$ cat config.mk
export PLATFORM = sky130hd
export DESIGN_NAME = fpu_config_loader_multi
export DESIGN_NICKNAME = d
export VERILOG_FILES = /design/src/rtl/fpu_config_loader_multi.sv
export SDC_FILE = /design/constraint.sdc
export NUM_CORES = 1
export LEC_CHECK = 0
export BUFFER_PORTS_ARGS = -buffer_cell sky130_fd_sc_hd__buf_2
export CAP_MARGIN = 10
export CORE_ASPECT_RATIO = 0.7
export CORE_UTILIZATION = 51
export CTS_CLUSTER_SIZE = 12
export DETAILED_ROUTE_END_ITERATION = 8
export GPL_TIMING_DRIVEN = 0
export PLACE_DENSITY = 0.8
export SLEW_MARGIN = 20
export SYNTH_ARGS = -nofsm -noshare
export SYNTH_HDL_FRONTEND = slang
export SYNTH_SLANG_ARGS = --single-unit
$ cat constraint.sdc
create_clock -name clk -period 2.3 [get_ports clk]
set_input_delay 0.69 -clock clk [delete_from_list [all_inputs] [get_ports clk]]
set_output_delay 0.69 -clock clk [all_outputs]
set_load 0.05 [all_outputs]
$ cat src/rtl/fpu_config_loader_multi.sv
// Fetches an image/filter configuration block one word per request and
// presents it to the FPU address generators and MAC array.
module fpu_config_loader_multi #(
  parameter int FILTER_DIM  = 3,
  parameter int NUM_FILTERS = 1,
  parameter int ADDR_W      = 32,
  parameter int DATA_W      = 32
) (
  input  logic                                        clk,
  input  logic                                        rst,
  input  logic                                        load_config_start,
  input  logic [ADDR_W-1:0]                           config_base_addr,
  output logic [ADDR_W-1:0]                           address_mem,
  output logic                                        mem_req,
  input  logic                                        mapped_data_valid,
  input  logic [DATA_W-1:0]                           data_mem,
  output logic [15:0]                                 image_width,
  output logic [15:0]                                 image_height,
  output logic [ADDR_W-1:0]                           start_address,
  output logic [ADDR_W-1:0]                           result_address,
  output logic [NUM_FILTERS*FILTER_DIM*FILTER_DIM*8-1:0] filter,
  output logic                                        busy,
  output logic                                        load_config_done,
  output logic                                        config_valid,
  output logic                                        config_error
);
  localparam int NB    = NUM_FILTERS * FILTER_DIM * FILTER_DIM;
  localparam int NCW   = (NB + 3) / 4;
  localparam int NW    = 3 + NCW;
  localparam int IDX_W = $clog2(NW);
  localparam logic [IDX_W-1:0] LAST_IDX = IDX_W'(NW - 1);

  typedef enum logic [1:0] {IDLE, FETCH, DONE} state_t;

  state_t           state;
  logic [IDX_W-1:0] idx;
  logic             cap;
  logic             cfg_bad;

  assign cap = (state == FETCH) && mapped_data_valid;

  // Header words are all captured before the first coefficient word, so the
  // registered fields are final by the time the last word lands.
  assign cfg_bad = (image_width == 16'd0) || (image_height == 16'd0) ||
                   (start_address[1:0] != 2'b00) || (result_address[1:0] != 2'b00) ||
                   (start_address == result_address);

  always_ff @(posedge clk) begin
    if (rst) begin
      state            <= IDLE;
      idx              <= '0;
      address_mem      <= '0;
      mem_req          <= 1'b0;
      busy             <= 1'b0;
      load_config_done <= 1'b0;
      config_valid     <= 1'b0;
      config_error     <= 1'b0;
      image_width      <= '0;
      image_height     <= '0;
      start_address    <= '0;
      result_address   <= '0;
    end else begin
      case (state)
        IDLE: begin
          if (load_config_start) begin
            idx          <= '0;
            address_mem  <= config_base_addr;
            mem_req      <= 1'b1;
            busy         <= 1'b1;
            config_valid <= 1'b0;
            config_error <= 1'b0;
            state        <= FETCH;
          end
        end
        FETCH: begin
          if (mapped_data_valid) begin
            if (idx == IDX_W'(0)) begin
              image_width  <= data_mem[15:0];
              image_height <= data_mem[31:16];
            end
            if (idx == IDX_W'(1)) start_address  <= ADDR_W'(data_mem);
            if (idx == IDX_W'(2)) result_address <= ADDR_W'(data_mem);
            if (idx == LAST_IDX) begin
              mem_req          <= 1'b0;
              busy             <= 1'b0;
              load_config_done <= 1'b1;
              config_valid     <= 1'b1;
              config_error     <= cfg_bad;
              state            <= DONE;
            end else begin
              idx         <= idx + IDX_W'(1);
              address_mem <= address_mem + ADDR_W'(4);
            end
          end
        end
        DONE: begin
          load_config_done <= 1'b0;
          state            <= IDLE;
        end
        default: state <= IDLE;
      endcase
    end
  end

  // One lane per coefficient word; the last lane keeps only the bytes that
  // belong to the filter image and drops the padding bytes.
  for (genvar c = 0; c < NCW; c++) begin : g_coef
    localparam int NBY = ((NB - 4*c) >= 4) ? 4 : (NB - 4*c);
    logic [NBY*8-1:0] coef;

    always_ff @(posedge clk) begin
      if (rst)                                coef <= '0;
      else if (cap && idx == IDX_W'(3 + c))   coef <= data_mem[NBY*8-1:0];
    end

    assign filter[c*32 +: NBY*8] = coef;
  end

endmodule

==> results.json <==
{
  "tightest_slew_ns": 0.765,
  "yosysSeqAreaShare_pct": 48.9,
  "drt_iter0_drc": 957,
  "final_area_mm2": 0.0109,
  "fp.coreArea_mm2": 0.0163,
  "critPathKind": "flip-flop to flip-flop",
  "grt_max_degree": 13,
  "setup_viol": 0,
  "dieArea_mm2": 0.0173,
  "first_pass_iters": 7,
  "nets": 1467,
  "cts_resized": 0,
  "dp_slack_ns": -0.116,
  "boundaryPins": 273,
  "yosysTopAreaCellShare_pct": 48.9,
  "maxSlewHeadroom_pct": 49.0,
  "num_rows": 39,
  "overflow": 0,
  "peakVddDrop_mv": 0.484,
  "initial_utilization_pct": 52.3,
  "status": "complete, no violations",
  "cp_max_fo": 8,
  "hp-class": "primary input to flip-flop",
  "totalWireLength_mm": 30.4,
  "synth_edf_count": 0,
  "cp.required_ns": 2.67,
  "ant_nets": 0,
  "postCtsSetupBuffers": 0,
  "rsz0062_at_grt": "false",
  "cp.arrival_ns": 2.54,
  "fin_ws_ns": 0.130,
  "synthDistinctLibCells": 55,
  "synth_top_family_by_area": "simple AND/OR/NAND/NOR gates",
  "wl_per_cell_um": 18.7,
  "cp-end-kind": "flip-flop",
  "syn_to_final_growth_pct": 27.3,
  "antenna_found_initial": 1,
  "yosysTopAreaCell": "dfxtp_1",
  "hold_buffers": 0,
  "cts_tree": "built",
  "synth_flop_cell": "dfxtp_1",
  "layoutNonFillerInstCount": 1627,
  "min_period_ns": 2.17,
  "synth-xor-area-share_pct": 3.28,
  "synth_compound_area_share_pct": 17.9,
  "clockBufferDepth": 3,
  "placedCellCount": 1595,
  "drt-vias-per-instance": 5.75,
  "synthesis.area_mm2": 0.00855,
  "finalHoldViolCount": 0,
  "clockRootBuffer": "clkbuf_16",
  "htree_levels": 1,
  "clock_skew_ns": 0.0145,
  "ys_seq_elements": 209,
  "post_synth_and_or_nand_nor_area_fraction_pct": 24.8,
  "synthArstFlopShare_pct": 0,
  "holdWs_ns": 0.439,
  "clkSinkCount": 209,
  "insertion_delay_ns": 0.50,
  "antenna_cells": 0,
  "synth_fp_nets": 1172,
  "grt_pass1_vias": 8133,
  "place.gp.congestion": 0.980,
  "syn_inst": 1098,
  "placed_cell_area_mm2": 0.0102,
  "clock.fmax_mhz": 461,
  "maxSlewViolCount": 0,
  "grt_usage_pct": 34.2,
  "grt_pass1_wl_mm": 45.5,
  "num_vias": 9359,
  "ys_warn_count": 0,
  "ys_top_cells_by_area": "dfxtp_1, nand2_1, a21oi_1",
  "drive_gt1_share_pct": 24.5,
  "synth-adder-area-share_pct": 0.878,
  "cellPowerDensity_mw_per_mm2": 751,
  "port_buffers": 272,
  "finalPower_uw": 8180,
  "avgSynthCellArea_um2": 7.79,
  "drv_cap": 0,
  "hpwl_mm": 22.7,
  "drcViolationCount": 0,
  "clkTransAtPathRegs_ns": 0.07,
  "total_leakage_power_uw": 0.00449,
  "period_share_pct": 94.3,
  "synthMuxAreaShare_pct": 0.117,
  "startpoint_type": "flip-flop",
  "cts_made_buffers": 22,
  "chipHeight_um": 110,
  "die_w_um": 157
}
## cell usage after synthesis (10+ instances only)
library cell  instances
nor4_1               14
and3_1               12
a211oi_1             13
clkbuf_1             53
nand4_1              17
nor3_1               13
nand3_1              14
nand2_1             365
inv_1                10
dfxtp_1             209
o21ai_0              32
a21oi_1             197
buf_2                21
xnor2_1              32
nor2_1               21
## cells by family (layout without fill, tap and decap cells)
family / Yosys count / count (layout)
AO/OA/AOI/OAI: 276 / 276
XOR/XNOR: 32 / 32
adder cells (fa/ha/maj): 6 / 6
buffers and inverters: 85 / 389
flip-flops: 209 / 209
multiplexers: 1 / 1
AND/OR/NAND/NOR: 489 / 489
## final timing paths
path                             from                  to  slack (ns)  cells past startpoint
setup / recovery       address_mem[2]     address_mem[24]        0.13                      7
hold / removal    config_base_addr[0]      address_mem[0]        0.44                      3
setup reg to reg       address_mem[2]     address_mem[24]        0.13                      7
hold reg to reg    g_coef[1].coef[28]  g_coef[1].coef[28]        0.45                      2
## metrics by stage
step                util [%]  setup TNS [ns]
detailed placement      62.4          -0.707
global route            66.6               0
finish                  66.6               0
floorplan                  -               0
global placement        62.4          -0.238
CTS                     66.5               0
## cell usage in the layout (no fill, tap or decap), types with 3 or more instances in the layout
master / Yosys / final
nand4_1: 17 / 17
a31oi_1: 3 / 3
a211oi_1: 13 / 13
buf_2: 21 / 292
nand3_1: 14 / 14
clkbuf_8: 0 / 4
nor4_1: 14 / 14
clkbuf_1: 53 / 54
and3_1: 12 / 12
a311oi_1: 7 / 7
nor2_1: 21 / 21
clkbuf_16: 0 / 22
and4_1: 3 / 3
inv_1: 10 / 10
and2_1: 6 / 6
a21oi_1: 197 / 197
o31ai_1: 3 / 3
nand2_1: 365 / 365
xnor2_1: 32 / 32
o21ai_0: 32 / 32
o22ai_1: 6 / 6
dfxtp_1: 209 / 209
nor3_1: 13 / 11
ha_1: 6 / 5
## sequential cells by signal, summed over array words and instances, names as in the netlist
register	count
image_height	16
idx	3
start_address	32
g_coef.coef	72
load_config_done	1
address_mem	32
image_width	16
state	2
busy	1
config_error	1
config_valid	1
result_address	32
## layer usage
| metal | share of wire, % | global-route usage (%) | up-vias | wire length, um |
|---|---|---|---|---|
| li1 | - | - | 4307 | - |
| met1 | 44 | 50.5 | 4434 | 13400 |
| met2 | 41 | 49.5 | 539 | 12600 |
| met3 | 12 | 7.86 | 79 | 3650 |
| met4 | 2.7 | 9.52 | 0 | 826 |
| met5 | 0 | 0 | - | 0 |
## report_power, final
group	internal, uW	switching, uW
sequential	3710	115
clock	1980	1410
combinational	246	715
total	5930	2240
## worst max-delay path: stages, from the launching register on
cell	delay, ns
dfxtp_1	0.48
ha_2	0.34
nand4_1	0.11
or4_1	0.47
buf_2	0.22
nor2_1	0.14
mux2i_1	0.18
o21ai_0	0.09
## area by class of cell
cell class	count	area (um2)
Clock buffer	30	621
Clock inverter	3	51.3
Multi-Input combinational cell	804	4040
Inverter	10	37.5
Sequential cell	209	4180
Timing Repair Buffer	272	1360
Fill cell	1465	5460
Tap cell	225	282
Buffer	74	312
(Power assumes the default switching activity.)
